`config.mk`:
```
export PLATFORM = sky130hd
export DESIGN_NAME = booth_divider_flat
export DESIGN_NICKNAME = d
export VERILOG_FILES = /design/src/rtl/booth_divider_if.sv /design/src/rtl/booth_divider.sv /design/src/flat_wrapper.sv
export SDC_FILE = /design/constraint.sdc
export NUM_CORES = 1
export LEC_CHECK = 0
export ABC_AREA = 1
export BUFFER_PORTS_ARGS = -buffer_cell sky130_fd_sc_hd__buf_2
export CORE_ASPECT_RATIO = 1.4
export CORE_MARGIN = 8
export CORE_UTILIZATION = 60
export DETAILED_ROUTE_END_ITERATION = 7
export PLACE_DENSITY = 0.78
export SLEW_MARGIN = 10
export SYNTH_ARGS = -nofsm -noshare
export SYNTH_HDL_FRONTEND = slang
export SYNTH_SLANG_ARGS = --single-unit
```
`constraint.sdc`:
```
create_clock -name clk -period 3.05 [get_ports clk]
set_input_delay 0.61 -clock clk [delete_from_list [all_inputs] [get_ports clk]]
set_output_delay 0.61 -clock clk [all_outputs]
set_load 0.02 [all_outputs]
```
`src/rtl/booth_divider_if.sv`:
```
// Request/result bundle for booth_divider.
// BOOTH_DIVIDER_UNSIGNED_EN adds the is_signed request bit.
interface booth_divider_if #(
    parameter int WIDTH = 8
);
    logic                   start;
    logic [2*WIDTH-1:0]     dividend;
    logic [WIDTH-1:0]       divisor;
`ifdef BOOTH_DIVIDER_UNSIGNED_EN
    logic                   is_signed;
`endif
    logic                   busy;
    logic                   done;
    logic [WIDTH-1:0]       quotient;
    logic [WIDTH-1:0]       remainder;
    logic                   ovf;
    logic                   dbz;

`ifdef BOOTH_DIVIDER_UNSIGNED_EN
    modport master (output start, dividend, divisor, is_signed,
                    input  busy, done, quotient, remainder, ovf, dbz);
    modport slave  (input  start, dividend, divisor, is_signed,
                    output busy, done, quotient, remainder, ovf, dbz);
`else
    modport master (output start, dividend, divisor,
                    input  busy, done, quotient, remainder, ovf, dbz);
    modport slave  (input  start, dividend, divisor,
                    output busy, done, quotient, remainder, ovf, dbz);
`endif
endinterface

```
`src/rtl/booth_divider.sv`:
```
// Sequential signed divider: 2*WIDTH-bit dividend / WIDTH-bit divisor.
// Non-restoring iteration on magnitudes, one quotient bit per clock,
// fixed latency, saturating quotient with ovf/dbz flags.
// Optional macro BOOTH_DIVIDER_UNSIGNED_EN adds a per-request is_signed bit.
module booth_divider #(
    parameter int WIDTH = 8
) (
    input  logic            clk,
    input  logic            rst_n,
    booth_divider_if.slave  bus
);
    localparam int DW = 2 * WIDTH;
    localparam int CW = $clog2(DW);
    // Largest magnitude allowed for a negative quotient; one less for positive.
    localparam logic [DW-1:0] NEG_LIM = {{(DW-WIDTH){1'b0}}, 1'b1, {(WIDTH-1){1'b0}}};
    localparam logic [DW-1:0] POS_LIM = NEG_LIM - DW'(1);

    typedef enum logic [2:0] {IDLE, PREP, DIV, FIX, DONE} state_t;

    state_t             state_reg;
    logic [DW-1:0]      dvd_reg;
    logic [WIDTH-1:0]   dvs_reg;
    logic               qsign_reg;
    logic               rsign_reg;
    logic               dz_reg;
    logic [WIDTH-1:0]   dmag_reg;
    logic [WIDTH:0]     rem_reg;     // signed partial remainder
    logic [DW-1:0]      quo_reg;     // dividend bits shift out, quotient bits shift in
    logic [CW-1:0]      cnt_reg;
    logic               busy_reg;
    logic               done_reg;
    logic [WIDTH-1:0]   quotient_reg;
    logic [WIDTH-1:0]   remainder_reg;
    logic               ovf_reg;
    logic               dbz_reg;
    logic               op_signed;

`ifdef BOOTH_DIVIDER_UNSIGNED_EN
    logic               sgn_reg;
    assign op_signed = sgn_reg;
`else
    assign op_signed = 1'b1;
`endif

    logic [WIDTH:0]     dext;
    logic [WIDTH:0]     rem_shift;
    logic [WIDTH:0]     rem_next;
    logic [WIDTH:0]     rem_fix;
    logic [WIDTH-1:0]   rem_mag;
    logic [WIDTH-1:0]   quo_lo;
    logic               quo_ovf;
    logic [WIDTH-1:0]   sat_pos;
    logic [WIDTH-1:0]   sat_neg;
    logic [WIDTH-1:0]   q_final;
    logic [WIDTH-1:0]   r_final;
    logic               ovf_final;
    logic               dbz_final;

    // Datapath: one non-restoring step plus the final sign/saturation stage.
    always_comb begin
        dext      = {1'b0, dmag_reg};
        rem_shift = {rem_reg[WIDTH-1:0], quo_reg[DW-1]};
        rem_next  = rem_reg[WIDTH] ? rem_shift + dext : rem_shift - dext;
        rem_fix   = rem_reg[WIDTH] ? rem_reg + dext : rem_reg;
        rem_mag   = rem_fix[WIDTH-1:0];
        quo_lo    = quo_reg[WIDTH-1:0];
        if (op_signed) begin
            quo_ovf = qsign_reg ? (quo_reg > NEG_LIM) : (quo_reg > POS_LIM);
            sat_pos = {1'b0, {(WIDTH-1){1'b1}}};
            sat_neg = {1'b1, {(WIDTH-1){1'b0}}};
        end else begin
            quo_ovf = |quo_reg[DW-1:WIDTH];
            sat_pos = '1;
            sat_neg = '1;
        end
        q_final   = qsign_reg ? -quo_lo : quo_lo;
        r_final   = rsign_reg ? -rem_mag : rem_mag;
        ovf_final = 1'b0;
        dbz_final = 1'b0;
        if (dz_reg) begin
            // Divide by zero saturates toward the dividend's sign.
            q_final   = rsign_reg ? sat_neg : sat_pos;
            r_final   = '0;
            dbz_final = 1'b1;
        end else if (quo_ovf) begin
            q_final   = qsign_reg ? sat_neg : sat_pos;
            r_final   = '0;
            ovf_final = 1'b1;
        end
    end

    // Control FSM with registered outputs.
    always_ff @(posedge clk or negedge rst_n) begin
        if (!rst_n) begin
            state_reg     <= IDLE;
            dvd_reg       <= '0;
            dvs_reg       <= '0;
            qsign_reg     <= 1'b0;
            rsign_reg     <= 1'b0;
            dz_reg        <= 1'b0;
            dmag_reg      <= '0;
            rem_reg       <= '0;
            quo_reg       <= '0;
            cnt_reg       <= '0;
            busy_reg      <= 1'b0;
            done_reg      <= 1'b0;
            quotient_reg  <= '0;
            remainder_reg <= '0;
            ovf_reg       <= 1'b0;
            dbz_reg       <= 1'b0;
`ifdef BOOTH_DIVIDER_UNSIGNED_EN
            sgn_reg       <= 1'b1;
`endif
        end else begin
            done_reg <= 1'b0;
            case (state_reg)
                IDLE, DONE: begin
                    state_reg <= IDLE;
                    if (bus.start) begin
                        dvd_reg   <= bus.dividend;
                        dvs_reg   <= bus.divisor;
`ifdef BOOTH_DIVIDER_UNSIGNED_EN
                        sgn_reg   <= bus.is_signed;
`endif
                        busy_reg  <= 1'b1;
                        state_reg <= PREP;
                    end
                end
                PREP: begin
                    quo_reg   <= (op_signed && dvd_reg[DW-1]) ? -dvd_reg : dvd_reg;
                    dmag_reg  <= (op_signed && dvs_reg[WIDTH-1]) ? -dvs_reg : dvs_reg;
                    qsign_reg <= op_signed && (dvd_reg[DW-1] ^ dvs_reg[WIDTH-1]);
                    rsign_reg <= op_signed && dvd_reg[DW-1];
                    dz_reg    <= (dvs_reg == '0);
                    rem_reg   <= '0;
                    cnt_reg   <= CW'(DW - 1);
                    state_reg <= DIV;
                end
                DIV: begin
                    rem_reg <= rem_next;
                    quo_reg <= {quo_reg[DW-2:0], ~rem_next[WIDTH]};
                    cnt_reg <= cnt_reg - CW'(1);
                    if (cnt_reg == '0) begin
                        state_reg <= FIX;
                    end
                end
                FIX: begin
                    quotient_reg  <= q_final;
                    remainder_reg <= r_final;
                    ovf_reg       <= ovf_final;
                    dbz_reg       <= dbz_final;
                    busy_reg      <= 1'b0;
                    done_reg      <= 1'b1;
                    state_reg     <= DONE;
                end
                default: state_reg <= IDLE;
            endcase
        end
    end

    assign bus.busy      = busy_reg;
    assign bus.done      = done_reg;
    assign bus.quotient  = quotient_reg;
    assign bus.remainder = remainder_reg;
    assign bus.ovf       = ovf_reg;
    assign bus.dbz       = dbz_reg;
endmodule
```
`src/flat_wrapper.sv`:
```
// flat-port wrapper written by rule: the top's interface ports become plain ports
module booth_divider_flat 
#(
    parameter int WIDTH = 8
)
  (clk, rst_n, bus_start, bus_dividend, bus_divisor, bus_busy, bus_done, bus_quotient, bus_remainder, bus_ovf, bus_dbz);
  booth_divider_if #(.WIDTH(WIDTH)) bus_i ();
  input  logic clk;
  input  logic rst_n;
  input wire logic [$bits(bus_i.start)-1:0] bus_start;
  input wire logic [$bits(bus_i.dividend)-1:0] bus_dividend;
  input wire logic [$bits(bus_i.divisor)-1:0] bus_divisor;
  output wire logic [$bits(bus_i.busy)-1:0] bus_busy;
  output wire logic [$bits(bus_i.done)-1:0] bus_done;
  output wire logic [$bits(bus_i.quotient)-1:0] bus_quotient;
  output wire logic [$bits(bus_i.remainder)-1:0] bus_remainder;
  output wire logic [$bits(bus_i.ovf)-1:0] bus_ovf;
  output wire logic [$bits(bus_i.dbz)-1:0] bus_dbz;
  assign bus_i.start = bus_start;
  assign bus_i.dividend = bus_dividend;
  assign bus_i.divisor = bus_divisor;
  assign bus_busy = bus_i.busy;
  assign bus_done = bus_i.done;
  assign bus_quotient = bus_i.quotient;
  assign bus_remainder = bus_i.remainder;
  assign bus_ovf = bus_i.ovf;
  assign bus_dbz = bus_i.dbz;
  booth_divider #(.WIDTH(WIDTH)) u_core (.clk(clk), .rst_n(rst_n), .bus(bus_i));
endmodule
```
==> results.txt <==
- The synthesized netlist devotes 5.113% of its cell area to XOR and XNOR gates.
* Slew Limit Headroom: 57.34%
* Overall routing resource usage: 21.30%
- After layout, the worst path uses 84.91% of the clock period.
- Of all cell types, the one taking the most synthesized area is sky130_fd_sc_hd__dfrtp_1.
- Synthesized-area fraction occupied by ao, oa, aoi and oai cells: 14.97%
* Number of violations of the max-capacitance limit: 0
- Non-filler instance count after layout: 810
* Final-report setup violation count: 0
- Global routing finished with a remaining overflow of 0.
- The first global-routing pass estimated 20.29 mm of wire.
- For this run, design rule violations remaining after detail routing come to 0.
* Synthesized-area fraction occupied by and/or/nand/nor cells: 23.86%
- TritonCTS built the clock tree.
- Yosys cell types: 43
* Number of antenna diodes: 0
- The net count of the finished layout is 750.
- Setup repair after global routing left no endpoint under its margin.
- Number of flip-flops and latches in the synthesized netlist: 87
- Critical path launch point type: flip-flop
- Synthesis produced a netlist with a net count of 706.
- Post-CTS sizing: 0
- Number of nets with antenna violations after detailed routing: 0
- For this run, the leading register cell type out of synthesis is sky130_fd_sc_hd__dfrtp_1.
* Number of optimization iterations in the first detailed-route pass: 5
* Clock insertion delay at the later pin of the skew report: 0.34 ns
* Number of input and output port buffers inserted: 46
- The floorplan has 40 rows.
- The number of antenna violations at the first check in global routing was 0.
- After detailed placement, the design holds a cell count of 794.
- Smallest setup slack after layout: 0.4604 ns
- After detailed routing, the number of vias per cell comes to 5.602.
* Effective utilization at floorplan: 60.75%
* Number of enable-type register cells in the synthesized netlist: 0
- Highest attainable clock frequency: 386.2 MHz
* Area added between synthesis and finish: 11.66%
* Filler cell count in the final layout: 705
* Floorplan die area: 11820 sq um
- STA puts the critical path data arrival time at 2.84 ns.
- In this run the worst path has a maximum fanout of 5.
* CP startpoint: u_core.dmag_reg[1]$_DFFE_PN0P_
* Peak supply drop: 0.0007188 V
- After detailed placement, the total cell area comes to 5454 sq um.
- CP most frequent cell: sky130_fd_sc_hd__nand2_1
* Crit path cell chain: inv_1 > ha_1 > inv_1 > o21ai_0 > inv_1 > fa_1 > o21ai_0 > nand2_1 > nand2_1 > nand2_1 > nand2_1 > a21oi_1 > xor2_1 > o21ai_0
- The number of global-route vias before repair is 4525.
- In the final routed layout, each cell accounts on average for 14.66 um.
- OpenSTA, run right after detailed placement, puts the worst setup slack at 0.4952 ns.
- Final std cell area, no fill: 5738 sq um
* Largest family of logic cells by synthesized area: simple AND/OR/NAND/NOR gates
* Inserted Clock Buffers: 9
- Multiplexer cells account for 0% of the synthesized area.
- Clock tree synthesis found a total of 87 sinks.
- Num ports: 47
* Die height: 125.5 um
- STA puts the critical path data required time at 3.30 ns.
- The clock arrives with 0.006358 ns of skew.
* Time the final worst path needs with I/O delays and setup: 2.590 ns
- Entering global routing, the biggest net connects 52 pins.
* H-tree Lvls: 3
- Together, buffers and inverters on the worst path number 3.
- At the end of routability-driven placement, the weighted congestion stood at 0.9098.
- Cell family with most CP delay: adder cells
- The post-route netlist has 12.20% of its cells at a drive strength greater than 1.
- The final-report max-slew violation count came to 0.
- Syn Area/Cell: 7.833 sq um
- The routed layout has 4538 vias.
* Async SR Flop Fraction: 100.0%
- Final HPWL DP: 8.914 mm
- Clock slew at the register clock pins of the worst setup and hold paths: 0.06 ns
- Die Wd: 94.22 um
* Cell chosen for the clock root: sky130_fd_sc_hd__clkbuf_16
- The run finished with clean final reports.
- The worst register-to-register path begins at u_core.dmag_reg[1]$_DFFE_PN0P_.
- Most frequent cells after synthesis: sky130_fd_sc_hd__nand2_1 (175), sky130_fd_sc_hd__dfrtp_1 (87), sky130_fd_sc_hd__inv_1 (76)
- Final total negative setup slack: 0 ns
- LEAKAGE: 2.883 nW
- By startpoint and endpoint, the worst setup path is classified as flip-flop to flip-flop.
- Area share of the largest cell type after synthesis: 42.37%
- The worst setup path is captured at a flip-flop.
* Final hold violation count: 0
* Worst min-delay path category: primary input to asynchronous set/reset pin
- Starting DRC count in detailed routing: 278
* DRT Wirelength: 11.87 mm
* Core Footprint: 8458 sq um
- In this design, the stage delay of the slowest critical-path cell is 0.43 ns.
- Bufs on Longest Clock Path: 2
* Cell count after synthesis: 656
- The synthesized netlist devotes 5.892% of its cell area to adder and majority cells.
- At the pin with the least slew margin, the transition time is 0.6399 ns.
- Seq/Total Area, Yosys: 42.37%
- After synthesis the cells add up to 5139 sq um.
- The slowest stage of the critical path is the sky130_fd_sc_hd__dfrtp_1 cell.
- After clock tree synthesis, the flow added hold-fix buffers numbering 0.
- Dividing total power by cell area gives a power density of 1216 nW/um^2.
- For this run, the number of Yosys warnings is 0.
* Cell with the most instances after synthesis: sky130_fd_sc_hd__nand2_1
* Finished Core Util: 67.84%
- By area the synthesized netlist is led by sky130_fd_sc_hd__dfrtp_1 (42%), sky130_fd_sc_hd__nand2_1 (13%), sky130_fd_sc_hd__o21ai_0 (6.8%), sky130_fd_sc_hd__inv_1 (5.6%), sky130_fd_sc_hd__ha_1 (5.1%).
- Post-CTS timing repair inserted 0 buffers for setup.
==> placed cells by master (no fill, tap or decap), drive strengths merged, types with 3 or more instances in the layout <==
master / count
dfrtp: 87
a22oi: 11
ha: 21
o21ai: 76
buf: 51
nor2: 43
nand3: 35
o221ai: 4
o22ai: 4
clkinv: 4
nor3: 17
nand2: 177
inv: 83
xor2: 27
o211ai: 6
a21oi: 21
xnor2: 3
nand4: 6
clkbuf: 12
==> metal layers <==
layer	routed length, um	vias up	GRT usage [%]
met4	293	0	9.653
met5	0	-	0
met1	4980	2145	24.79
li1	-	2247	-
met2	6075	123	36.21
met3	522	23	4.192
==> per-stage QoR <==
stage | hold WS (ns) | power [mW]
after floorplan | 0.3144 | 4.947
after global placement | 0.4597 | 5.725
after detailed placement | 0.4607 | 5.888
after CTS | 0.3184 | 6.971
after global routing | 0.3486 | 7.634
final | 0.2943 | 6.975
==> area by class of cell <==
cell class              count  area (sq um)  share of cell area [%]
clock buffers              12         256.5                   4.470
multi-input cells         468          2561                   44.64
flip-flops and latches     87          2177                   37.94
well taps                 105         131.4                   2.290
clock inverters             4         27.53                  0.4797
inverters                  83         314.1                   5.473
repair buffers             51         270.3                   4.710
==> power breakdown <==
part	switching [mW]	leakage, nW	internal (mW)
Clock	0.454	0.143	0.598
Sequential	0.519	1.09	1.67
Combinational	2.38	1.65	1.36
==> final timing paths <==
check	slack, ns	cells after the start	to
worst max-delay path	0.46	14	u_core.rem_reg[6]$_DFFE_PN0P_
worst min-delay path	0.29	1	u_core.rem_reg[7]$_DFFE_PN0P_
worst max register to register	0.46	14	u_core.rem_reg[6]$_DFFE_PN0P_
worst min register to register	0.47	2	u_core.bus.remainder[3]$_DFFE_PN0P_
max in group asynchronous	2.06	2	u_core.quo_reg[15]$_DFFE_PN0P_
min in group clk	0.46	3	u_core.dvd_reg[5]$_DFFE_PN0P_
==> kinds of logic after synthesis <==
| group | Yosys count |
|---|---|
| adders and majority gates | 23 |
| buffers and inverters | 101 |
| DFF | 87 |
| and+or+nand+nor | 283 |
| xor gates and xnor gates | 30 |
| AOI/OAI and AO/OA | 132 |
Power figures use the tool's default switching activity.
